### src/rtl/id_scoreboard.sv
// Decode-stage issue scheduler: tracks registers with writes in flight and
// decides each cycle whether the ID instruction issues or IF/ID holds.
module id_scoreboard #(
    parameter int MAX_OUTSTANDING = 4,
    parameter int STALL_CNT_W     = 16
) (
    input  logic                   clk,
    input  logic                   rst_n,
    input  logic                   id_valid_i,
    input  logic [4:0]             id_rs1_addr_i,
    input  logic [4:0]             id_rs2_addr_i,
    input  logic [4:0]             id_rd_addr_i,
    input  logic                   id_reg_wen_i,
    input  logic                   ex_ready_i,
    input  logic                   flush_i,
    input  logic                   wb_wen_i,
    input  logic [4:0]             wb_rd_addr_i,
    output logic                   issue_o,
    output logic                   stall_o,
    output logic [31:0]            busy_o,
    output logic [3:0]             outstanding_o,
    output logic                   err_o,
    output logic [STALL_CNT_W-1:0] stall_cnt_o
);

    localparam logic [3:0]             MAX_OUT  = 4'(MAX_OUTSTANDING);
    localparam logic [STALL_CNT_W-1:0] CNT_MAX  = {STALL_CNT_W{1'b1}};
    localparam logic [STALL_CNT_W-1:0] CNT_ONE  = {{(STALL_CNT_W-1){1'b0}}, 1'b1};

    logic [31:0]            busy_r;
    logic [3:0]             outstanding_r;
    logic                   err_r;
    logic [STALL_CNT_W-1:0] stall_cnt_r;

    logic                   wr_s;
    logic                   full_s;
    logic                   hazard_s;
    logic                   set_s;
    logic                   clr_s;
    logic                   bad_wb_s;
    logic [31:0]            busy_nxt_s;
    logic [3:0]             outstanding_nxt_s;

    // Hazard detection against registered state; issue/stall are zero-latency.
    always_comb begin
        wr_s     = id_reg_wen_i & (id_rd_addr_i != 5'd0);
        full_s   = (outstanding_r == MAX_OUT);
        hazard_s = id_valid_i & (busy_r[id_rs1_addr_i] | busy_r[id_rs2_addr_i] |
                                 (wr_s & (busy_r[id_rd_addr_i] | full_s)));
        issue_o  = rst_n & id_valid_i & ~flush_i & ~hazard_s & ex_ready_i;
        stall_o  = ~rst_n | (id_valid_i & ~flush_i & (hazard_s | ~ex_ready_i));
        set_s    = issue_o & wr_s;
        clr_s    = wb_wen_i & (wb_rd_addr_i != 5'd0) & busy_r[wb_rd_addr_i];
        bad_wb_s = wb_wen_i & (wb_rd_addr_i != 5'd0) & ~busy_r[wb_rd_addr_i];
    end

    // Next busy bitmap and pending-write count; a set overrides a clear.
    always_comb begin
        busy_nxt_s = busy_r;
        if (clr_s) begin
            busy_nxt_s[wb_rd_addr_i] = 1'b0;
        end else begin
            busy_nxt_s = busy_r;
        end
        if (set_s) begin
            busy_nxt_s[id_rd_addr_i] = 1'b1;
        end else begin
            busy_nxt_s[0] = 1'b0;
        end
        busy_nxt_s[0] = 1'b0;

        outstanding_nxt_s = outstanding_r;
        case ({set_s, clr_s})
            2'b10: begin
                if (outstanding_r != MAX_OUT) begin
                    outstanding_nxt_s = outstanding_r + 4'd1;
                end else begin
                    outstanding_nxt_s = outstanding_r;
                end
            end
            2'b01: begin
                if (outstanding_r != 4'd0) begin
                    outstanding_nxt_s = outstanding_r - 4'd1;
                end else begin
                    outstanding_nxt_s = outstanding_r;
                end
            end
            default: outstanding_nxt_s = outstanding_r;
        endcase
    end

    // Scoreboard state, sticky error and saturating stall counter.
    always_ff @(posedge clk) begin
        if (!rst_n) begin
            busy_r        <= 32'd0;
            outstanding_r <= 4'd0;
            err_r         <= 1'b0;
            stall_cnt_r   <= {STALL_CNT_W{1'b0}};
        end else begin
            busy_r        <= busy_nxt_s;
            outstanding_r <= outstanding_nxt_s;
            err_r         <= err_r | bad_wb_s;
            if (stall_o && (stall_cnt_r != CNT_MAX)) begin
                stall_cnt_r <= stall_cnt_r + CNT_ONE;
            end else begin
                stall_cnt_r <= stall_cnt_r;
            end
        end
    end

    assign busy_o        = busy_r;
    assign outstanding_o = outstanding_r;
    assign err_o         = err_r;
    assign stall_cnt_o   = stall_cnt_r;

endmodule

### config.mk
export PLATFORM = sky130hd
export DESIGN_NAME = id_scoreboard
export DESIGN_NICKNAME = d
export VERILOG_FILES = /design/src/rtl/id_scoreboard.sv
export SDC_FILE = /design/constraint.sdc
export NUM_CORES = 1
export LEC_CHECK = 0
export ABC_AREA = 0
export CORE_MARGIN = 2
export CORE_UTILIZATION = 46
export CTS_CLUSTER_DIAMETER = 120
export CTS_CLUSTER_SIZE = 24
export DETAILED_ROUTE_END_ITERATION = 10
export PLACE_DENSITY = 0.79
export SLEW_MARGIN = 30
export SYNTH_ARGS = -nofsm -noshare
export SYNTH_HDL_FRONTEND = slang
export SYNTH_SLANG_ARGS = --single-unit
### constraint.sdc
create_clock -name clk -period 4.45 [get_ports clk]
set_input_delay 1.1125 -clock clk [delete_from_list [all_inputs] [get_ports clk]]
set_output_delay 1.1125 -clock clk [all_outputs]
set_load 0.01 [all_outputs]
# [Yosys cells after proc, flatten, opt, wreduce, memory -nomap -nowiden]
# Cells that the tools add are included.
[op_classes] bitwise_logic=27 magnitude_cmp=6 add_sub_neg=3 n_reduce_logical=8 n_eq_ne=7 muxes=17
[op_table] cell="$and A32 B32 Y32" count=1
[op_table] cell="$mux W32" count=1
[op_table] cell="$not A32 Y32" count=1
[op_table] cell="$or A32 B32 Y32" count=1
[op_table] cell="$mux W31" count=1
[op_table] cell="$lt A5 B6 Y1 const B" count=4
[op_table] cell="$bmux W1 S5" count=4
[op_table] cell="$add A16 B1 Y16 const B" count=1
[op_table] cell="$ne A16 B16 Y1 const B" count=1
[op_table] cell="$and A1 B1 Y1" count=13
[op_table] cell="$demux W1 S5" count=2
[op_table] cell="$ge A5 B1 Y1 const B" count=2
[op_table] cell="$reduce_bool A5 Y1" count=2
[op_table] cell="$mux W4" count=2
[op_table] cell="$pmux W4 S2" count=1
[op_table] cell="$mux W1" count=6
[op_table] cell="$or A1 B1 Y1" count=6
[op_table] cell="$not A1 Y1" count=5
[op_table] cell="$add A4 B1 Y4 const B" count=1
[op_table] cell="$eq A4 B3 Y1 const B" count=1
[op_table] cell="$ne A2 B2 Y1 const B" count=2
[op_table] cell="$ne A4 B3 Y1 const B" count=1
[op_table] cell="$reduce_bool A4 Y1" count=1
[op_table] cell="$sub A4 B1 Y4 const B" count=1
[op_table] cell="5 further kinds" count=7
[totals] ff_bits=53 word_cells=73 input_bits=27 out_inout_bits=55

# [Logic depth before layout (Yosys ltp)]
[logic_depth] word_depth=13 depth_mapped=17 mapped_depth_nobuf=15

# [Worst setup path before layout]
# No wires, ideal clock.
[synth_path] kind="input -> register" from="in id_rs2_addr_i[0]" to="reg outstanding_r[2], in the netlist outstanding_o[2]" arrival_ns=4.276 required_time_ns=4.322 path_buffers=1 path_stages=16 setup_slack_ns=0.046 setup_ns=0.128 cell_sequence="buf_2 > mux4_2 > mux2i_1 > nor3b_1 > or4_1 > nor4_4 > nor2b_1 > inv_1 > ha_1 > xor2_1 > ha_1 > a21oi_1 > xnor2_1 > nand2_1 > xor2_1 > nor2_1"
[synth_via] elab_chain_cells=12
[synth_lines] item="start, declared" line="11" rtl="input logic [4:0] id_rs2_addr_i,"
[synth_lines] item="$bmux W1 S5 (*)" line="48" rtl="hazard_s = id_valid_i & (busy_r[id_rs1_addr_i] | busy_r[id_rs2_addr_i] |"
[synth_lines] item="$mux W1 (implied by the code) (*)" line="48"
[synth_lines] item="$or A1 B1 Y1 (*) (2 in a row)" line="48"
[synth_lines] item="$and A1 B1 Y1 (*)" line="48"
[synth_lines] item="$not A1 Y1 (*)" line="50" rtl="issue_o = rst_n & id_valid_i & ~flush_i & ~hazard_s & ex_ready_i;"
[synth_lines] item="$and A1 B1 Y1 (*) (2 in a row)" line="50"
[synth_lines] item="net issue_o" line="18" rtl="output logic issue_o,"
[synth_lines] item="$and A1 B1 Y1 (*)" line="52" rtl="set_s = issue_o & wr_s;"
[synth_lines] item="$eq A2 B1 Y1 or $eq A2 B2 Y1 (tied branches)" line="73" rtl="case ({set_s, clr_s})"
[synth_lines] item="$ne A2 B2 Y1 (no line) or $reduce_bool A2 Y1 (tied branches)"
[synth_lines] item="$reduce_and A3 Y1 (no line)"
[synth_lines] item="end signal, assigned" line="101" rtl="outstanding_r <= outstanding_nxt_s;"
[synth_lines] item="end, declared" line="31" rtl="logic [3:0] outstanding_r;"
# Mark *: on every way through the listed nets, which the timed path passes. The rest lies on a longest branch. The select of a mux whose other input is x is not followed.
# A chain may end at the register's enable or synchronous reset.

# [Final worst setup path]
[layout_path] from="in id_rs2_addr_i[1]" to="out stall_o"
[layout_via] elab_chain_cells=8
[layout_lines] item="$bmux W1 S5" line="48"
[layout_lines] item="$mux W1 (implied by the code)" line="48"
[layout_lines] item="$or A1 B1 Y1 (2 in a row)" line="48"
[layout_lines] item="$and A1 B1 Y1" line="48"
[layout_lines] item="$or A1 B1 Y1" line="51" rtl="stall_o = ~rst_n | (id_valid_i & ~flush_i & (hazard_s | ~ex_ready_i));"
[layout_lines] item="$and A1 B1 Y1" line="51"
[layout_lines] item="$or A1 B1 Y1" line="51"
[layout_lines] item="end, declared" line="19" rtl="output logic stall_o,"
# No other way between the ends. The select of a mux whose other input is x is not followed.

==> impl_metrics.tcl <==
set metrics [dict create \
    cts_buffer_depth 2 \
    synth.distinct_cells 51 \
    ys_seq_elements 52 \
    io_pins 82 \
    regToRegEndpoint "outstanding_o[2]$_SDFFE_PN0P_" \
    pre_cts_ws_ns -0.632 \
    slowest_delay_ns 0.65 \
    min_to "stall_cnt_o[4]$_SDFFE_PN0P_" \
    synth_edf_count 0 \
    grt_max_degree 56 \
    syn_area_per_cell_um2 9.34 \
    synth_cells 383 \
    status "finished clean" \
    multi_input_area_um2 2430 \
    root_buffer "clkbuf_8" \
    clock.fmax_mhz 232 \
    synth_top_area_share_pct 29.1 \
    worstHoldPathType "register to register" \
    maxCapViolCount 0 \
    cts_tree "done" \
    first_global_vias 3507 \
    antennaDiodeCount 0 \
    cts_buffers 5 \
    yosysWarningCount 0 \
    synth_nets 415 \
    timing.critical_path.arrival_ns 3.20 \
    drv_slew 0 \
    regToRegSetupSlack_ns 0.89 \
    setup_viol 0 \
    clk_pin_slew_ns 0.10 \
    fillers 618 \
    crit_slowest_cell "clkdlybuf4s50_1" \
    r2r-start "busy_o[10]$_SDFF_PN0_" \
    port_buffers 80 \
    power_density_nw_per_um2 207 \
    synthFlopType "dfxtp_1" \
    vias 3788 \
    htree_num_levels 2 \
    worstSkewPairLatency_ns 0.31 \
    dp.cells 577 \
    drt_iter0_markers 545 \
    clock_skew_ns 0.0110 \
    dieArea_um2 8500 \
    core-area_um2 7650 \
    final_cells 589 \
    synth_top_area_cell "dfxtp_1" \
    crit_chain "clkdlybuf4s50_1 -> mux4_2 -> nand3_1 -> nand4_1 -> nand4b_1 -> buf_4 -> nor3_4 -> a21oi_2 -> buf_2" \
    grt_first_pass_wirelength_um 18500 \
    worstSetupStartpointType "input pin" \
    die-height_um 92.2 \
    wl_per_cell_um 19.8 \
    track_usage_pct 27.5 \
    final_nets 518 \
    drc 0 \
    yosysSeqAreaShare_pct 29.1 \
    setup_slack_ns 0.142 \
    async_flop_share_pct 0 \
    gp_congestion 1.02 \
    hold_viol_final 0 \
    reg2reg_depth 16 \
    areaGrowthSynthToFinish_pct 37.6 \
    via_per_inst 6.43 \
    drive_gt1_share_pct 20.1 \
    syn-cell-area_um2 3580 \
    min_period_over_period_pct 96.8 \
    core.rowCount 32 \
    grt_overflow 0 \
    worst_pin_slew_ns 0.571 \
    crit_path_end_kind "output pin" \
    die_x_um 92.2 \
    regArea_um2 1040 \
    drtAntennaViolNets 0 \
    fin_crit_ns 4.31 \
    initial_core_util_pct 46.8 \
    hold_start "stall_cnt_o[4]$_SDFFE_PN0P_" \
    p_leak_uw 0.00174 \
    ir_worst_vdd_mv 0.143 \
    max_slew_margin_pct 61.7 \
    dp_hpwl_um 8230 \
    synth_area_leaders "dfxtp_1 (29%), mux4_2 (16%), o311ai_0 (7.6%)" \
    drt_first_pass_iters 6 \
    drt_wl_total_um 11700 \
    worst-setup-path-type "input pin to output pin" \
    whs_path_depth 2 \
    antenna_found_initial 0 \
    cp_data_required_time_ns 3.34 \
    path_max_fanout 7 \
    cts_sinks 52 \
]
==> logic make-up after synthesis <==
group                      Yosys count  share of synthesized area, %
and+or+nand+nor                    135                          21.9
AOI/OAI and AO/OA                  101                          19.0
DFF                                 52                          29.1
muxes                               49                          22.9
buffers and inverters               35                          3.99
adders and majority gates            5                          1.75
xor gates and xnor gates             5                          1.22
other                                1                         0.105
==> worst max-delay path: cells and delay by family <==
family / cells / cell delay, ns
buf+inv: 3 / 1.02
mux: 1 / 0.36
simple gates: 4 / 0.64
compound gates: 1 / 0.05
==> layer usage <==
layer	up-vias	part of all wire, %	global-route usage, %
li1	1715	-	-
met1	1783	41	38.2
met2	244	45	42.3
met3	46	11	6.41
met4	0	3.2	8.83
met5	-	0	0
==> cells in the final DEF, fill, tap and decap left out, drive strengths merged, types with 3 or more instances in the layout <==
master	instances
mux2	3
ha	5
nand3b	6
nand4	4
o21ai	38
nor3b	5
or4	5
nand4b	3
mux2i	20
or3	4
or3b	4
o22ai	4
nor3	7
o311ai	31
clkdlybuf4s50	72
o31ai	5
dfxtp	52
inv	9
nand3	14
nor2b	7
nor2	11
nand2b	18
nand2	30
mux4	26
and3	7
nor4	4
buf	45
clkbuf	7
a21oi	10
xor2	3
==> final cells by class <==
cell class              count  share of cell area [%]
well taps                 102                    2.59
flip-flops and latches     52                    21.1
clock buffers               5                    1.40
multi-input cells         296                    49.4
inverters                   8                   0.610
repair buffers            123                    23.5
clock inverters             3                    1.40
==> report_power, final <==
part           internal [µW]  switching (µW)
registers                468            4.44
logic                   74.9            79.8
clock network            227             167
total                    770             251
==> metrics by stage <==
stage / total power (µW) / hold slack, ns / setup TNS (ns) / util, % / cell area [µm²]
final: 1020 / 0.483 / 0 / 64.4 / 4920
after global routing: 1050 / 0.514 / -0.00329 / 64.4 / 4920
after CTS: 1020 / 0.489 / 0 / 64.0 / 4890
after detailed placement: 631 / 0.474 / -3.11 / 61.6 / 4710
after global placement: 629 / 0.463 / -2.33 / 61.6 / 4710
after floorplan: 555 / 0.494 / 0 / - / 3580
==> state kept, by name, summed over array words and instances (netlist names) <==
name	cells
busy_o	31
stall_cnt_o	16
outstanding_o	4
err_o	1
==> cell usage after synthesis, types with 5 or more instances <==
cell type	n
dfxtp_1	52
o21ai_0	37
o311ai_0	31
nand2_1	30
mux4_2	26
mux2i_1	20
clkbuf_1	18
nand2b_1	18
nand3_1	14
nor2_1	11
a21oi_1	10
inv_1	8
and3_1	7
nor2b_1	7
buf_2	6
nand3b_1	6
nor3_1	6
ha_1	5
nor3b_1	5
o31ai_1	5
or4_1	5
==> how the worst max path moves through the flow <==
stage | slack [ns] | start | depth (start not counted) | to
after floorplan | 0.05 | id_rs2_addr_i[0] | 16 | outstanding_o[2]$_SDFFE_PN0P_
after detailed placement | -0.63 | id_rs2_addr_i[0] | 8 | issue_o
after global routing | -0.003 | id_rs2_addr_i[1] | 17 | outstanding_o[2]$_SDFFE_PN0P_
after global placement | -0.52 | id_rs2_addr_i[0] | 8 | issue_o
after CTS | 0.03 | id_rs2_addr_i[2] | 7 | issue_o
final | 0.14 | id_rs2_addr_i[1] | 9 | stall_o
==> what timing repair did <==
item / 4_1_cts / 5_1_grt
hold buffers: 0 / 0
setup endpoints to repair: 6 / 4
pin swaps: 4 / 1
gates resized for setup: 18 / 11
setup buffers: 3 / 1
Note: power is estimated with default switching activity, not from simulation.
